===== src/rtl/beta_mc_ctrl_pkg.sv =====
`default_nettype none
// ============================================================================
// Module   : beta_mc_ctrl_pkg
// Brief    : Shared constants for the multi-cycle Beta control unit: opcodes,
//            FSM state encodings, pcsel / wdsel codes and the ALU ADD code.
// Revision : 1.0 - initial release
// ============================================================================
package beta_mc_ctrl_pkg;

    // Opcodes of the non-ALU instructions (instr[31:26])
    localparam logic [5:0] c_op_ld  = 6'h18;
    localparam logic [5:0] c_op_st  = 6'h19;
    localparam logic [5:0] c_op_jmp = 6'h1B;
    localparam logic [5:0] c_op_beq = 6'h1C;
    localparam logic [5:0] c_op_bne = 6'h1D;

    // Two top opcode bits select the ALU classes: 10 = OP, 11 = OPC
    localparam logic [1:0] c_cls_op  = 2'b10;
    localparam logic [1:0] c_cls_opc = 2'b11;

    // FSM state encodings
    localparam int         c_state_w   = 3;
    localparam logic [2:0] c_st_rst    = 3'd0;
    localparam logic [2:0] c_st_fetch  = 3'd1;
    localparam logic [2:0] c_st_decode = 3'd2;
    localparam logic [2:0] c_st_exec   = 3'd3;
    localparam logic [2:0] c_st_mem    = 3'd4;
    localparam logic [2:0] c_st_wb     = 3'd5;
    localparam logic [2:0] c_st_trap   = 3'd6;

    // PC source select codes
    localparam logic [2:0] c_pcsel_pc4   = 3'd0;
    localparam logic [2:0] c_pcsel_br    = 3'd1;
    localparam logic [2:0] c_pcsel_jmp   = 3'd2;
    localparam logic [2:0] c_pcsel_illop = 3'd3;
    localparam logic [2:0] c_pcsel_rst   = 3'd4;

    // Register-file writeback source codes
    localparam logic [1:0] c_wdsel_pc4 = 2'd0;
    localparam logic [1:0] c_wdsel_alu = 2'd1;
    localparam logic [1:0] c_wdsel_mem = 2'd2;

    // ALU function used for LD/ST address generation
    localparam logic [5:0] c_alu_add = 6'h00;

endpackage
`default_nettype wire


===== src/rtl/beta_op_decode.sv =====
`default_nettype none
// ============================================================================
// Module   : beta_op_decode
// Brief    : Pure combinational classification of the latched opcode into
//            instruction classes plus an overall legality flag.
// Revision : 1.0 - initial release
// ============================================================================
module beta_op_decode
    import beta_mc_ctrl_pkg::*;
#(
    parameter int OPW = 6
) (
    input  logic [OPW-1:0] op,
    output logic           cls_op,
    output logic           cls_opc,
    output logic           is_ld,
    output logic           is_st,
    output logic           is_jmp,
    output logic           is_beq,
    output logic           is_bne,
    output logic           legal
);

    // ALU classes are identified by the two most significant opcode bits
    assign cls_op  = (op[OPW-1 -: 2] == c_cls_op);
    assign cls_opc = (op[OPW-1 -: 2] == c_cls_opc);

    assign is_ld  = (op == OPW'(c_op_ld));
    assign is_st  = (op == OPW'(c_op_st));
    assign is_jmp = (op == OPW'(c_op_jmp));
    assign is_beq = (op == OPW'(c_op_beq));
    assign is_bne = (op == OPW'(c_op_bne));

    // Everything outside the listed classes traps
    assign legal = cls_op | cls_opc | is_ld | is_st | is_jmp | is_beq | is_bne;

endmodule
`default_nettype wire


===== src/rtl/beta_mc_ctrl.sv =====
`default_nettype none
// ============================================================================
// Module   : beta_mc_ctrl
// Brief    : Multi-cycle control FSM for the 32-bit Beta datapath. Sequences
//            fetch / decode / execute / memory / writeback, one instruction
//            in flight, outputs decoded from state and the latched opcode.
// Revision : 1.0 - initial release
// ============================================================================
module beta_mc_ctrl
    import beta_mc_ctrl_pkg::*;
#(
    parameter int         OPW          = 6,
    parameter int         FNW          = 6,
    parameter logic [2:0] RESET_PC_SEL = c_pcsel_rst
) (
    input  logic           clk,
    input  logic           rst,
    input  logic [31:0]    instr,
    input  logic           imem_ack,
    input  logic           dmem_ack,
    input  logic           z,
    output logic           imem_req,
    output logic           ir_ld,
    output logic           pc_ld,
    output logic [2:0]     pcsel,
    output logic           bsel,
    output logic           ra2sel,
    output logic [FNW-1:0] alufn,
    output logic [1:0]     wdsel,
    output logic           wasel,
    output logic           werf,
    output logic           mem_rd,
    output logic           mem_wr,
    output logic           illegal
);

    logic [c_state_w-1:0] r_state;
    logic [c_state_w-1:0] w_next;
    logic [OPW-1:0]       r_op_q;

    logic w_cls_op, w_cls_opc, w_is_ld, w_is_st;
    logic w_is_jmp, w_is_beq, w_is_bne, w_legal;
    logic w_br_taken;

    // Only the opcode field is consumed here; the rest belongs to the datapath
    logic w_unused_instr;
    assign w_unused_instr = ^instr[31-OPW:0];

    beta_op_decode #(
        .OPW (OPW)
    ) u_op_decode (
        .op      (r_op_q),
        .cls_op  (w_cls_op),
        .cls_opc (w_cls_opc),
        .is_ld   (w_is_ld),
        .is_st   (w_is_st),
        .is_jmp  (w_is_jmp),
        .is_beq  (w_is_beq),
        .is_bne  (w_is_bne),
        .legal   (w_legal)
    );

    assign w_br_taken = (w_is_beq & z) | (w_is_bne & ~z);

    // State register; reset wins over any pending handshake
    always_ff @(posedge clk) begin
        if (rst) begin
            r_state <= c_st_rst;
        end else begin
            r_state <= w_next;
        end
    end

    // Opcode is captured on the same edge the instruction register loads
    always_ff @(posedge clk) begin
        if (rst) begin
            r_op_q <= '0;
        end else if (ir_ld) begin
            r_op_q <= instr[31 -: OPW];
        end
    end

    // Next-state and output decode from state plus latched opcode
    always_comb begin
        w_next   = r_state;
        imem_req = 1'b0;
        ir_ld    = 1'b0;
        pc_ld    = 1'b0;
        pcsel    = c_pcsel_pc4;
        bsel     = 1'b0;
        ra2sel   = 1'b0;
        alufn    = '0;
        wdsel    = c_wdsel_pc4;
        wasel    = 1'b0;
        werf     = 1'b0;
        mem_rd   = 1'b0;
        mem_wr   = 1'b0;
        illegal  = 1'b0;

        case (r_state)
            c_st_rst: begin
                pc_ld  = 1'b1;
                pcsel  = RESET_PC_SEL;
                w_next = c_st_fetch;
            end

            c_st_fetch: begin
                imem_req = 1'b1;
                if (imem_ack) begin
                    ir_ld  = 1'b1;
                    w_next = c_st_decode;
                end
            end

            c_st_decode: begin
                w_next = w_legal ? c_st_exec : c_st_trap;
            end

            c_st_exec: begin
                if (w_cls_op || w_cls_opc) begin
                    bsel   = w_cls_opc;
                    alufn  = FNW'(r_op_q[3:0]);
                    wdsel  = c_wdsel_alu;
                    werf   = 1'b1;
                    pc_ld  = 1'b1;
                    pcsel  = c_pcsel_pc4;
                    w_next = c_st_fetch;
                end else if (w_is_ld || w_is_st) begin
                    bsel   = 1'b1;
                    alufn  = FNW'(c_alu_add);
                    ra2sel = w_is_st;
                    w_next = c_st_mem;
                end else if (w_is_jmp) begin
                    wdsel  = c_wdsel_pc4;
                    werf   = 1'b1;
                    pc_ld  = 1'b1;
                    pcsel  = c_pcsel_jmp;
                    w_next = c_st_fetch;
                end else begin
                    // Remaining legal classes are BEQ / BNE
                    wdsel  = c_wdsel_pc4;
                    werf   = 1'b1;
                    pc_ld  = 1'b1;
                    pcsel  = w_br_taken ? c_pcsel_br : c_pcsel_pc4;
                    w_next = c_st_fetch;
                end
            end

            c_st_mem: begin
                // Address operands stay stable for the whole access
                bsel   = 1'b1;
                alufn  = FNW'(c_alu_add);
                ra2sel = w_is_st;
                mem_rd = w_is_ld;
                mem_wr = w_is_st;
                if (dmem_ack) begin
                    if (w_is_ld) begin
                        w_next = c_st_wb;
                    end else begin
                        pc_ld  = 1'b1;
                        pcsel  = c_pcsel_pc4;
                        w_next = c_st_fetch;
                    end
                end
            end

            c_st_wb: begin
                wdsel  = c_wdsel_mem;
                werf   = 1'b1;
                pc_ld  = 1'b1;
                pcsel  = c_pcsel_pc4;
                w_next = c_st_fetch;
            end

            c_st_trap: begin
                illegal = 1'b1;
                pcsel   = c_pcsel_illop;
                pc_ld   = 1'b1;
                wasel   = 1'b1;
                wdsel   = c_wdsel_pc4;
                werf    = 1'b1;
                w_next  = c_st_fetch;
            end

            default: begin
                w_next = c_st_rst;
            end
        endcase
    end

endmodule
`default_nettype wire


===== config.mk =====
export PLATFORM = sky130hd
export DESIGN_NAME = beta_mc_ctrl
export DESIGN_NICKNAME = d
export VERILOG_FILES = /design/src/rtl/beta_mc_ctrl_pkg.sv /design/src/rtl/beta_op_decode.sv /design/src/rtl/beta_mc_ctrl.sv
export SDC_FILE = /design/constraint.sdc
export NUM_CORES = 1
export LEC_CHECK = 0
export CELL_PAD_IN_SITES_DETAIL_PLACEMENT = 0
export CELL_PAD_IN_SITES_GLOBAL_PLACEMENT = 1
export CORE_MARGIN = 1.5
export CORE_UTILIZATION = 21
export DETAILED_ROUTE_END_ITERATION = 8
export PLACE_DENSITY = 0.88
export SLEW_MARGIN = 20
export SYNTH_ARGS = -nofsm -noshare
export SYNTH_HDL_FRONTEND = slang
export SYNTH_SLANG_ARGS = --single-unit
export TNS_END_PERCENT = 10

===== constraint.sdc =====
create_clock -name clk -period 1.5 [get_ports clk]
set_input_delay 0.225 -clock clk [delete_from_list [all_inputs] [get_ports clk]]
set_output_delay 0.225 -clock clk [all_outputs]
set_load 0.03 [all_outputs]

==> results of run 1 <==
-- critical path: cells and delay by family (launching register included) --
family                 cells  cell delay, ps
buffers and inverters      2             270
AOI/OAI and AO/OA          2             510
DFF                        1             330
and+or+nand+nor            2             280
-- Yosys cell counts, drive strengths merged (2+ instances only) --
library cell	number
a211oi	2
a21oi	4
and2	8
and2b	3
and4b	2
buf	7
dfxtp	9
mux2i	6
nand2	5
nor2	10
nor3	3
nor3b	3
o21a	2
o21ai	4
-- layout make-up --
cell class / count / area share [%]
well taps: 44 / 4.574
repair buffers: 51 / 37.63
clock buffers: 4 / 2.183
inverters: 1 / 0.3119
flip-flops and latches: 9 / 15.18
multi-input cells: 66 / 40.12
-- metal layers --
metal  track usage [%]  vias up  wire length, um
li1                  -      385                -
met1             12.60      336              771
met2             18.48       18              882
met3             2.559        6               89
met4             4.762        0               32
met5                 0        -                0
-- kinds of logic (layout without fill, tap and decap cells) --
kind of cell / Yosys count / in the layout / share of synthesized area [%]
mux: 6 / 6 / 8.696
flops: 9 / 9 / 26.09
buf+inv: 9 / 56 / 10.14
simple gates: 41 / 41 / 37.68
compound gates: 16 / 16 / 15.58
other cells: 1 / 2 / 0.5430
xor+xnor: 1 / 1 / 1.268
-- state kept, by name, indices dropped and copies added (netlist names) --
signal,cells
r_op_q,6
r_state,3
-- how the worst min path moves through the flow --
| stage | slack (ps) | end |
|---|---|---|
| after detailed placement | 580 | r_op_q[4] |
| after global routing | 590 | r_op_q[1] |
| after CTS | 590 | r_op_q[0] |
| after global placement | 580 | r_state[1] |
| final | 590 | r_op_q[1] |
| after floorplan | 370 | r_op_q[0] |
-- power by group --
part           internal, mW  total (mW)  switching, mW
Combinational         0.181       0.352          0.171
Sequential            0.258       0.270         0.0120
Clock                 0.102       0.185         0.0829
Total                 0.542       0.808          0.265
-- per-stage QoR --
step	setup TNS (ps)	setup WS, ps
2_1_floorplan	-1756	-156.8
3_3_place_gp	-737.2	-298.3
3_5_place_dp	-972.8	-312.9
4_1_cts	-3655	-395.5
5_1_grt	-4657	-443.7
6_report	-3388	-387.3
-- timing repair --
item | 4_1_cts | 5_1_grt
setup endpoints to repair | 23 | 23
hold buffers | 0 | 0
cloned | 0 | 0
resized for setup | 17 | 4
buffers inserted | 1 | 0
pin swaps | 1 | 2
==> flow_summary.rst, run 1 <==
.. list-table::
   :header-rows: 1

   * - Metric
     - Value
   * - Number of buffers created by CTS
     - 3
   * - Height of the chip
     - 60.35 um
   * - Number of cells traversed by the worst hold path
     - 3
   * - Routed Wire Length
     - 1.775 mm
   * - Number of diodes added for antenna fixing
     - 0
   * - CTS clock-pin slew for the worst setup and hold paths
     - 60 ps
   * - Required time of the critical path
     - 1270 ps
   * - Number of violations of the max-capacitance limit
     - 0
   * - Total Die Area
     - 3642 um2
   * - Static Leak
     - 0.5245 nW
   * - FF/Latch Area
     - 182.7 um2
   * - Library cell contributing the largest single delay on the critical path
     - sky130_fd_sc_hd__a221o_1
   * - Total power of the final layout
     - 807.5 uW
   * - Chip Width
     - 60.35 um
   * - Post-route antenna net violation count
     - 0
   * - Cells taking the most area after synthesis
     - sky130_fd_sc_hd__dfxtp_1 26%, sky130_fd_sc_hd__mux2i_1 8.7%, sky130_fd_sc_hd__and2_1 6.3%, sky130_fd_sc_hd__nor2_1 4.9%, sky130_fd_sc_hd__buf_4 3.3%
   * - VDD IR max
     - 0.2224 mV
   * - Number of failing setup endpoints in the final timing report
     - 16
   * - Capturing element type of the critical path
     - output pin
   * - Number of placed I/O pins
     - 58
   * - Maximum number of buffers from clock root to sink
     - 2
   * - Launch point of the critical path
     - r_state[0]
   * - H-tree levels
     - 1
   * - Most common library cell in the layout ignoring fill and taps
     - sky130_fd_sc_hd__buf_4
   * - Worst reg2reg path depth
     - 7
   * - Number of instances in the synthesized netlist
     - 83
   * - Classification of the worst setup path
     - flip-flop to output pin
   * - Via density
     - 4.257
   * - Port Buffers
     - 29
   * - Dpl cell area
     - 1104 um2
   * - Clock tree from TritonCTS
     - done
   * - Library cell occupying the most area in the post-synthesis netlist
     - sky130_fd_sc_hd__dfxtp_1
   * - Non-filler instance count after layout
     - 175
   * - Source of the worst register-to-register timing path
     - r_state[0]
   * - Vias in the first global route
     - 706
   * - Worst Min Path Start
     - instr[27]
   * - Seq/Total Area, Yosys
     - 26.09%
   * - Run status
     - complete, but fails checks
   * - Pwr Density
     - 670.9 nW/um2
   * - Sort of element at the start of the critical path
     - flip-flop
   * - Number of warning messages in the yosys log
     - 0
   * - Final instance area
     - 1204 um2
   * - Routability congestion estimate
     - 0.7773
   * - Fin Clk Skew
     - 4.035 ps
   * - Mean cell area of the mapped netlist
     - 8.321 um2
   * - Final Hold Fails
     - 0
   * - Clock insertion delay at the later pin of the skew report
     - 260 ps
   * - Number of synthesized flops with an enable pin
     - 0
   * - Fraction of final layout cells with drive strength greater than 1
     - 46.56%
   * - Buffer cell driving the clock tree root
     - sky130_fd_sc_hd__clkbuf_4
   * - Async set or reset register ratio after synthesis
     - 0%
   * - Area overhead of the layout relative to synthesis
     - 74.27%
   * - Share of the clock period used by the worst path after layout
     - 125.8%
   * - Antenna violations before repair
     - 0
   * - Highest Clock Rate
     - 529.9 MHz
   * - Endpoint of the worst setup timing path
     - pc_ld
   * - Capturing point of the worst reg2reg path
     - r_op_q[3]
   * - Final period demand of the worst path
     - 1887 ps
   * - Top FF cell, synth
     - sky130_fd_sc_hd__dfxtp_1
   * - Largest net degree at the start of global routing
     - 12
   * - Most frequent cells in the layout
     - 29 x sky130_fd_sc_hd__buf_4, 11 x sky130_fd_sc_hd__buf_6, 10 x sky130_fd_sc_hd__clkdlybuf4s50_1
   * - Proportion of netlist area held by the largest area contributor
     - 26.09%
   * - CP peak stage delay
     - 340 ps
   * - Fill cell total of the finished layout
     - 327
   * - Starting density of the core
     - 22.44%
   * - Critical Path Most Common Cell
     - sky130_fd_sc_hd__buf_6
   * - Number of remaining DRC errors
     - 0
   * - Library cells used by synthesis
     - 40
   * - Detailed-route via count
     - 745
   * - Hold WC Path Type
     - input port to flip-flop
   * - Multi-input logic area
     - 483.0 um2
   * - Number of pins with negative max-slew slack in the final report
     - 0
   * - Mapped Area
     - 690.7 um2
   * - Placed cell count
     - 170
   * - Cell-by-cell trace of the critical path
     - buf_6 > and2b_4 > nor2_1 > a221o_1 > a211oi_4 > buf_6
   * - Crit Path Max Fanout
     - 3
   * - Core Rows
     - 20
   * - Setup repair after global routing missed its margin
     - true
   * - Post-route worst setup slack
     - -387.3 ps
   * - DPL Wire Length
     - 1.509 mm
   * - Initial DRT Pass Iterations
     - 4
   * - Area of the core
     - 3078 um2
   * - Register bit total from synthesis
     - 9
   * - DR iter-0 viols
     - 7
   * - Violations in the final reports
     - setup timing
   * - Sinks on the clock net
     - 9
   * - Final cell utilization of the core
     - 39.11%
   * - Worst hold margin
     - 587.5 ps
   * - Grt ovf
     - 0
   * - Worst reg2reg setup slack
     - 60 ps
   * - Final routed wire length divided by cell count
     - 10.14 um
   * - Nets
     - 169
   * - Total routing resource utilization after global routing
     - 10.71%
   * - Worst EP arrival
     - 1660 ps
   * - Wire length of the first global-routing pass
     - 2.904 mm
(Power assumes the default switching activity.)
==> run 2: changes to the inputs <==
--- a/config.mk
+++ b/config.mk
@@ -7,12 +7,14 @@
 export LEC_CHECK = 0
 export CELL_PAD_IN_SITES_DETAIL_PLACEMENT = 0
 export CELL_PAD_IN_SITES_GLOBAL_PLACEMENT = 1
+export CORE_ASPECT_RATIO = 0.75
 export CORE_MARGIN = 1.5
 export CORE_UTILIZATION = 21
+export CTS_BUF_LIST = sky130_fd_sc_hd__clkbuf_8
 export DETAILED_ROUTE_END_ITERATION = 8
 export PLACE_DENSITY = 0.88
 export SLEW_MARGIN = 20
 export SYNTH_ARGS = -nofsm -noshare
 export SYNTH_HDL_FRONTEND = slang
 export SYNTH_SLANG_ARGS = --single-unit
-export TNS_END_PERCENT = 10
+export TNS_END_PERCENT = 20
==> flow_summary.rst, run 2 (synthesis results as in run 1) <==
.. list-table::
   :header-rows: 1

   * - Metric
     - Value
   * - Core Rows
     - 17
   * - Clock tree from TritonCTS
     - done
   * - Fill cell total of the finished layout
     - 307
   * - Fraction of final layout cells with drive strength greater than 1
     - 53.49%
   * - Grt ovf
     - 0
   * - Starting density of the core
     - 22.71%
   * - CTS clock-pin slew for the worst setup and hold paths
     - 50 ps
   * - DPL Wire Length
     - 1.625 mm
   * - Antenna violations before repair
     - 0
   * - Placed cell count
     - 161
   * - Flop pwr share
     - 30.3%
   * - Number of violations of the max-capacitance limit
     - 0
   * - Violations in the final reports
     - setup timing
   * - Initial DRT Pass Iterations
     - 4
   * - Largest net degree at the start of global routing
     - 10
   * - Total routing resource utilization after global routing
     - 11.35%
   * - Psw
     - 294.6 uW
   * - Number of remaining DRC errors
     - 0
   * - Fin Clk Skew
     - 0.6385 ps
   * - Total power of the final layout
     - 914.1 uW
   * - Clock insertion delay at the later pin of the skew report
     - 240 ps
   * - Number of buffers inserted for hold repair after clock tree synthesis
     - 0
   * - Capturing element type of the critical path
     - output pin
   * - Required time of the critical path
     - 1270 ps
   * - Total Die Area
     - 3645 um2
   * - Final Hold Fails
     - 0
   * - Port Buffers
     - 29
   * - Crit Path Max Fanout
     - 5
   * - Sort of element at the start of the critical path
     - flip-flop
   * - DR iter-0 viols
     - 21
   * - Non-filler instance count after layout
     - 167
   * - Routability congestion estimate
     - 0.8127
   * - Internal power
     - 619.5 uW
   * - Via density
     - 4.509
   * - Area overhead of the layout relative to synthesis
     - 79.71%
   * - Final period demand of the worst path
     - 1785 ps
   * - Final routed wire length divided by cell count
     - 12.31 um
   * - H-tree levels
     - 1
   * - Sinks on the clock net
     - 9
   * - Buffer cell driving the clock tree root
     - sky130_fd_sc_hd__clkbuf_8
   * - VDD IR max
     - 0.1766 mV
   * - Hold WC Path Type
     - flip-flop to flip-flop
   * - Setup repair after global routing missed its margin
     - true
   * - Static Leak
     - 0.5341 nW
   * - Wire length of the first global-routing pass
     - 3.194 mm
   * - Post-route worst setup slack
     - -285.5 ps
   * - Number of pins with negative max-slew slack in the final report
     - 0
   * - Vias in the first global route
     - 730
   * - Number of buffers created by CTS
     - 3
   * - GR met1 Demand/Resource
     - 13.03%
   * - Switch share
     - 32.23%
   * - Nets
     - 167
   * - Area of the core
     - 3042 um2
   * - Share of the clock period used by the worst path after layout
     - 119.0%
   * - Classification of the worst setup path
     - flip-flop to output pin
   * - Met3 Resource Use GR
     - 3.269%
   * - Height of the chip
     - 52.67 um
   * - Clock share of power
     - 31.3%
   * - Most frequent cells in the layout
     - 26 x sky130_fd_sc_hd__buf_4, 13 x sky130_fd_sc_hd__buf_6, 10 x sky130_fd_sc_hd__clkdlybuf4s50_1
   * - Post-route antenna net violation count
     - 0
   * - Number of placed I/O pins
     - 58
   * - Pwr Density
     - 736.5 nW/um2
   * - Routed Wire Length
     - 2.055 mm
   * - Most common library cell in the layout ignoring fill and taps
     - sky130_fd_sc_hd__buf_4
   * - Run status
     - complete, but fails checks
   * - Maximum number of buffers from clock root to sink
     - 2
   * - Detailed-route via count
     - 753
   * - Number of failing setup endpoints in the final timing report
     - 14
   * - Comb power frac
     - 38.4%
   * - Number of diodes added for antenna fixing
     - 0
   * - Busiest layer in global routing
     - met2
   * - Register bank with the most flops
     - r_op_q
   * - Highest Clock Rate
     - 560.1 MHz
   * - Met2 global-route usage
     - 18.75%
   * - Chip Width
     - 69.22 um
   * - Worst EP arrival
     - 1560 ps
   * - Largest registers
     - r_op_q (6), r_state (3)
   * - Number of flip-flops under the largest register name
     - 6
==> run 2: final timing paths <==
path / startpoint / endpoint / cells after the start / slack, ps
setup / recovery: r_state[2] / pc_ld / 5 / -290
hold / removal: r_op_q[0] / r_op_q[0] / 2 / 560
setup reg to reg: r_state[2] / r_op_q[4] / 6 / 70
hold reg to reg: r_op_q[0] / r_op_q[0] / 2 / 560
==> run 2: worst max-delay path, cell delays in order (launching register included) <==
cell                       delay, ps
sky130_fd_sc_hd__dfxtp_2         330
sky130_fd_sc_hd__and2b_2         250
sky130_fd_sc_hd__nor2_1           50
sky130_fd_sc_hd__a221o_1         350
sky130_fd_sc_hd__a211oi_4        180
sky130_fd_sc_hd__buf_6           160
==> run 2: layer usage <==
layer  up-vias  share of wire, %
met5         -                 0
met3         6               4.1
li1        380                 -
met2        20                48
met4         0               2.1
met1       347                46
==> run 2: cell type report <==
type / instances / area [um2] / area share [%]
Sequential cell: 9 / 187.7 / 15.12
Clock inverter: 1 / 3.754 / 0.3024
Multi-Input combinational cell: 66 / 515.5 / 41.53
Tap cell: 38 / 47.55 / 3.831
Inverter: 1 / 3.754 / 0.3024
Timing Repair Buffer: 49 / 441.7 / 35.58
Clock buffer: 3 / 41.29 / 3.327
==> run 2: repair_timing <==
item,CTS,global route
resized for setup,27,6
endpoints found under the setup margin,17,24
setup buffers,1,1
pin swaps,3,4
==> run 2: power groups by stage <==
stage	Clock (mW)	Sequential, mW	Combinational (mW)
after floorplan	0	0.279	0.195
after global placement	0	0.276	0.310
after detailed placement	0	0.278	0.316
after CTS	0.295	0.275	0.344
after global routing	0.301	0.280	0.371
final	0.286	0.277	0.351
==> run 2: metrics by stage <==
step | setup TNS [ps] | util [%] | setup WS, ps | hold slack, ps | area [um2]
6_report | -2439 | 40.81 | -285.5 | 561.6 | 1241
5_1_grt | -3140 | 40.81 | -321.7 | 617.0 | 1241
4_1_cts | -2391 | 40.11 | -300.8 | 562.0 | 1220
3_5_place_dp | -291.2 | 35.21 | -169.2 | 553.6 | 1071
3_3_place_gp | -221.9 | 35.21 | -134.9 | 549.5 | 1071
2_1_floorplan | -1756 | - | -156.8 | 372.2 | 711.9
